<file path="src/rtl/out_port_fifo.sv">
// out_port_fifo: circular-buffer FIFO behind the CPU "out" port.
// Ports: clock, clear (sync active-low reset), BusMuxOut/e_OutPort (write side),
//        out_data/out_valid/out_ready (device side), full, empty, count, overflow.
module out_port_fifo #(
    parameter int WIDTH = 32,
    parameter int DEPTH = 4
) (
    input  logic                     clock,
    input  logic                     clear,
    input  logic [WIDTH-1:0]         BusMuxOut,
    input  logic                     e_OutPort,
    output logic [WIDTH-1:0]         out_data,
    output logic                     out_valid,
    input  logic                     out_ready,
    output logic                     full,
    output logic                     empty,
    output logic [$clog2(DEPTH):0]   count,
    output logic                     overflow
);

    localparam int AW = $clog2(DEPTH);
    localparam int CW = AW + 1;
    localparam logic [CW-1:0] FULL_CNT = CW'(DEPTH);

    logic [WIDTH-1:0] mem [DEPTH];
    logic [AW-1:0]    wr_ptr;
    logic [AW-1:0]    rd_ptr;
    logic [CW-1:0]    cnt;
    logic             ovf;
    logic             push;
    logic             pop;

    assign empty     = (cnt == '0);
    assign full      = (cnt == FULL_CNT);
    assign out_valid = !empty;
    assign count     = cnt;
    assign overflow  = ovf;
    assign out_data  = empty ? '0 : mem[rd_ptr];

    assign pop  = out_valid && out_ready;
    // A pop frees the slot on the same edge, so a full FIFO still accepts.
    assign push = e_OutPort && (!full || pop);

    // Storage is not reset; pointers and count define what is valid.
    always_ff @(posedge clock) begin
        if (clear && push) begin
            mem[wr_ptr] <= BusMuxOut;
        end
    end

    always_ff @(posedge clock) begin
        if (!clear) begin
            wr_ptr <= '0;
            rd_ptr <= '0;
            cnt    <= '0;
            ovf    <= 1'b0;
        end else begin
            if (push) begin
                wr_ptr <= wr_ptr + 1'b1;
            end
            if (pop) begin
                rd_ptr <= rd_ptr + 1'b1;
            end
            if (push && !pop) begin
                cnt <= cnt + 1'b1;
            end else if (pop && !push) begin
                cnt <= cnt - 1'b1;
            end
            if (e_OutPort && !push) begin
                ovf <= 1'b1;
            end
        end
    end

endmodule
</file>
<file path="config.mk">
export PLATFORM = sky130hd
export DESIGN_NAME = out_port_fifo
export DESIGN_NICKNAME = d
export VERILOG_FILES = /design/src/rtl/out_port_fifo.sv
export SDC_FILE = /design/constraint.sdc
export NUM_CORES = 1
export LEC_CHECK = 0
export CAP_MARGIN = 30
export CORE_MARGIN = 1
export CORE_UTILIZATION = 24
export DETAILED_ROUTE_END_ITERATION = 8
export PLACE_DENSITY = 0.52
export SLEW_MARGIN = 10
export SYNTH_ARGS = -nofsm -noshare
export SYNTH_HDL_FRONTEND = slang
export SYNTH_SLANG_ARGS = --single-unit
</file>
<file path="constraint.sdc">
create_clock -name clock -period 4.9 [get_ports clock]
set_input_delay 1.225 -clock clock [delete_from_list [all_inputs] [get_ports clock]]
set_output_delay 1.225 -clock clock [all_outputs]
set_load 0.02 [all_outputs]
</file>
==> impl_metrics.py <==
metrics = {
    "status": {
        "status": "finished, final reports clean",
    },
    "layout": {
        "final_cells": 643,
        "drive_gt1_frac": 0.2737,
        "diodes": 0,
        "syn_to_final_growth_pct": 30.76,
        "fin_nets": 387,
        "utilization": 0.3209,
    },
    "synth": {
        "synth_common_cells": "edfxtp_1 (128), mux4_2 (30), nor2b_4 (20), nor2b_1 (13), dfxtp_1 (10)",
        "yosysMostFrequentCell": "edfxtp_1",
        "synth_area_leaders": "edfxtp_1 (69%), mux4_2 (12%), nor2b_4 (5.0%)",
        "ys_types": 30,
        "async_flop_share": 0,
        "synth_top_area_frac": 0.6917,
        "synth.avg_cell_area_sq_um": 21.79,
        "synth_area_leader_cell": "edfxtp_1",
        "syn_area_sq_um": 5557,
        "synth_nets": 297,
        "synth-seq-cells": 138,
        "ys_warn_count": 0,
        "synth-edff-count": 128,
        "synthFlopType": "edfxtp_1",
        "yosysSeqAreaShare": 0.7278,
        "netlist_instances": 255,
    },
    "sta": {
        "final.setup.tns_ps": 0,
        "slew_violations": 0,
        "worst_pin_slew_ps": 620.0,
        "fin_skew_ps": 7.501,
        "final.period_utilization": 0.8048,
        "setup_viol": 0,
        "hold_violations": 0,
        "timing.fmax_mhz": 253.6,
        "rsz0062_at_grt": "no",
        "relSlewSlack": 0.5867,
        "min_period_ps": 3944,
    },
    "critical_path": {
        "worstReg2RegStart": "count[0]",
        "worst-endpoint-arrival_ps": 2720,
        "crit_required_ps": 3670,
        "cp-start-kind": "flip-flop",
        "critical_path_class": "reg2out",
        "r2r_setup_slack_ps": 2480,
        "end_kind": "output port",
        "rr_endpoint": "count[2]",
        "worstPathMaxFanout": 18,
        "r2r_cells": 8,
    },
    "die": {
        "initial_utilization": 0.2454,
        "die_area_sq_um": 23770,
        "dieWidth_microns": 154.2,
        "ios": 75,
        "rows": 55,
        "core_area_sq_um": 22640,
        "die_y_microns": 154.2,
    },
    "placement": {
        "io_buffers": 74,
        "place_inst": 610,
        "place.gp.congestion": 0.6657,
        "dp_hpwl_mm": 6.834,
    },
    "clocking": {
        "cts_tree": "yes",
        "insertion_delay_ps": 410,
        "cts_setup_buffers": 0,
        "cts_num_sinks": 138,
        "clockBufferDepth": 2,
        "ctsResizeCount": 0,
        "cts.clk_slew.worst_paths_ps": 60,
        "ctsHoldBuffers": 0,
        "htreeDepth": 4,
        "cts_made_buffers": 17,
        "root_buffer": "clkbuf_16",
    },
    "global_route": {
        "grt_max_degree": 33,
        "grt_use_total": 0.09916,
        "gr-total-overflow": 0,
        "grt_pass1_vias": 2847,
        "grt_pass1_wl_mm": 16.86,
        "antenna_found_initial": 0,
    },
    "drt": {
        "via_per_inst": 4.053,
        "final_antenna_net_count": 0,
        "drt_iter0_drc": 129,
        "routed-via-count": 2606,
        "first_pass_iters": 4,
        "drc": 0,
        "finalWirelength_mm": 10.82,
        "wire_per_inst_microns": 16.83,
    },
    "pwr": {
        "peakVddDrop_mv": 0.2185,
        "p_per_area_nw_per_um2": 563.7,
        "leakage_nw": 2.361,
    },
    "worst_hold_path": {
        "min_from": "rd_ptr[1]",
        "hold_class": "reg2reg",
        "min_path_cells": 2,
        "min_to": "rd_ptr[1]",
    },
    "job": {
        "maxCapViolations": 0,
    },
}
## routing by layer
| metal | share of wire | wire length [microns] | track usage |
|---|---|---|---|
| met3 | 0.048 | 521 | 0.03636 |
| met4 | 0.014 | 150 | 0.03857 |
| met5 | 0 | 0 | 0 |
| met1 | 0.44 | 4801 | 0.1190 |
| met2 | 0.49 | 5351 | 0.1617 |
## sequential cells by signal (all words and copies together) (netlist names), named ones only
name / flops
rd_ptr: 2
wr_ptr: 2
mem: 128
overflow: 1
count: 3
## power by group
group	leakage, nW	switching, W	internal [W]
clock network	0.264	0.000483	0.000698
registers	1.25	0.0000887	0.00136
logic	0.852	0.000702	0.000761
total	2.36	0.00127	0.00282
## layout by cell type, fill, tap and decap left out
master / n
edfxtp_1: 128
and2b_1: 1
a21boi_1: 1
nor2b_4: 20
or3_1: 2
a21boi_0: 1
mux4_2: 30
clkinv_4: 4
dfxtp_1: 8
inv_6: 2
o31ai_2: 1
and2_1: 3
o21ai_0: 2
buf_12: 6
clkinv_1: 1
mux2i_1: 3
clkdlybuf4s50_1: 74
bufinv_16: 1
clkinvlp_4: 3
xor2_1: 1
ha_1: 5
and3_2: 4
nor2b_1: 13
a21boi_2: 1
dfxtp_2: 2
clkbuf_16: 17
mux4_1: 2
buf_16: 1
xnor2_1: 2
a31oi_1: 1
nor3_4: 1
fa_1: 1
nor3b_2: 1
buf_4: 1
nand2_1: 5
clkinv_2: 3
clkbuf_1: 1
inv_1: 5
## how the worst max path moves through the flow
| stage | startpoint | to | slack [ps] | cells past startpoint |
|---|---|---|---|---|
| 5_1_grt | flip-flop | out_data[31] | 770 | 4 |
| 2_1_floorplan | out_ready | count[2] | 2090 | 8 |
| 3_3_place_gp | flip-flop | out_data[31] | 1350 | 4 |
| 3_5_place_dp | out_ready | count[2] | 1280 | 9 |
| 6_report | flip-flop | out_data[31] | 960 | 4 |
| 4_1_cts | flip-flop | out_data[31] | 870 | 4 |
## critical path, cell delays in order (launching register included)
cell	delay, ps
dfxtp_2	730
buf_12	280
mux4_1	570
and2b_1	170
clkdlybuf4s50_1	540
## cell type report
| class | instances | area, sq um |
|---|---|---|
| fill | 2153 | 15370 |
| sequential | 138 | 4046 |
| multi-input combinational | 101 | 1395 |
| timing repair buffer | 82 | 895.9 |
| clock buffer | 18 | 429.2 |
| tap | 285 | 356.6 |
| clock inverter | 14 | 123.9 |
| inverter | 5 | 18.77 |
## logic make-up after synthesis
kind of cell / after synthesis / share of synthesized area
XOR/XNOR: 3 / 0.004730
buffers and inverters: 16 / 0.02319
multiplexers: 35 / 0.1365
adder cells (fa/ha/maj): 6 / 0.01486
AND/OR/NAND/NOR: 50 / 0.08309
AO/OA/AOI/OAI: 7 / 0.009909
flip-flops: 138 / 0.7278
## stage by stage
stage / power, W / setup WS (ps) / hold WS [ps] / instance area [sq um]
CTS: 0.004168 / 869.6 / 493.3 / 7238
detailed placement: 0.002969 / 1279 / 476.5 / 6685
finish: 0.004096 / 956.5 / 497.2 / 7266
floorplan: 0.002399 / 2092 / 456.0 / 5557
global placement: 0.002953 / 1355 / 456.3 / 6605
global route: 0.004297 / 772.8 / 541.2 / 7266
(Power assumes the default switching activity.)
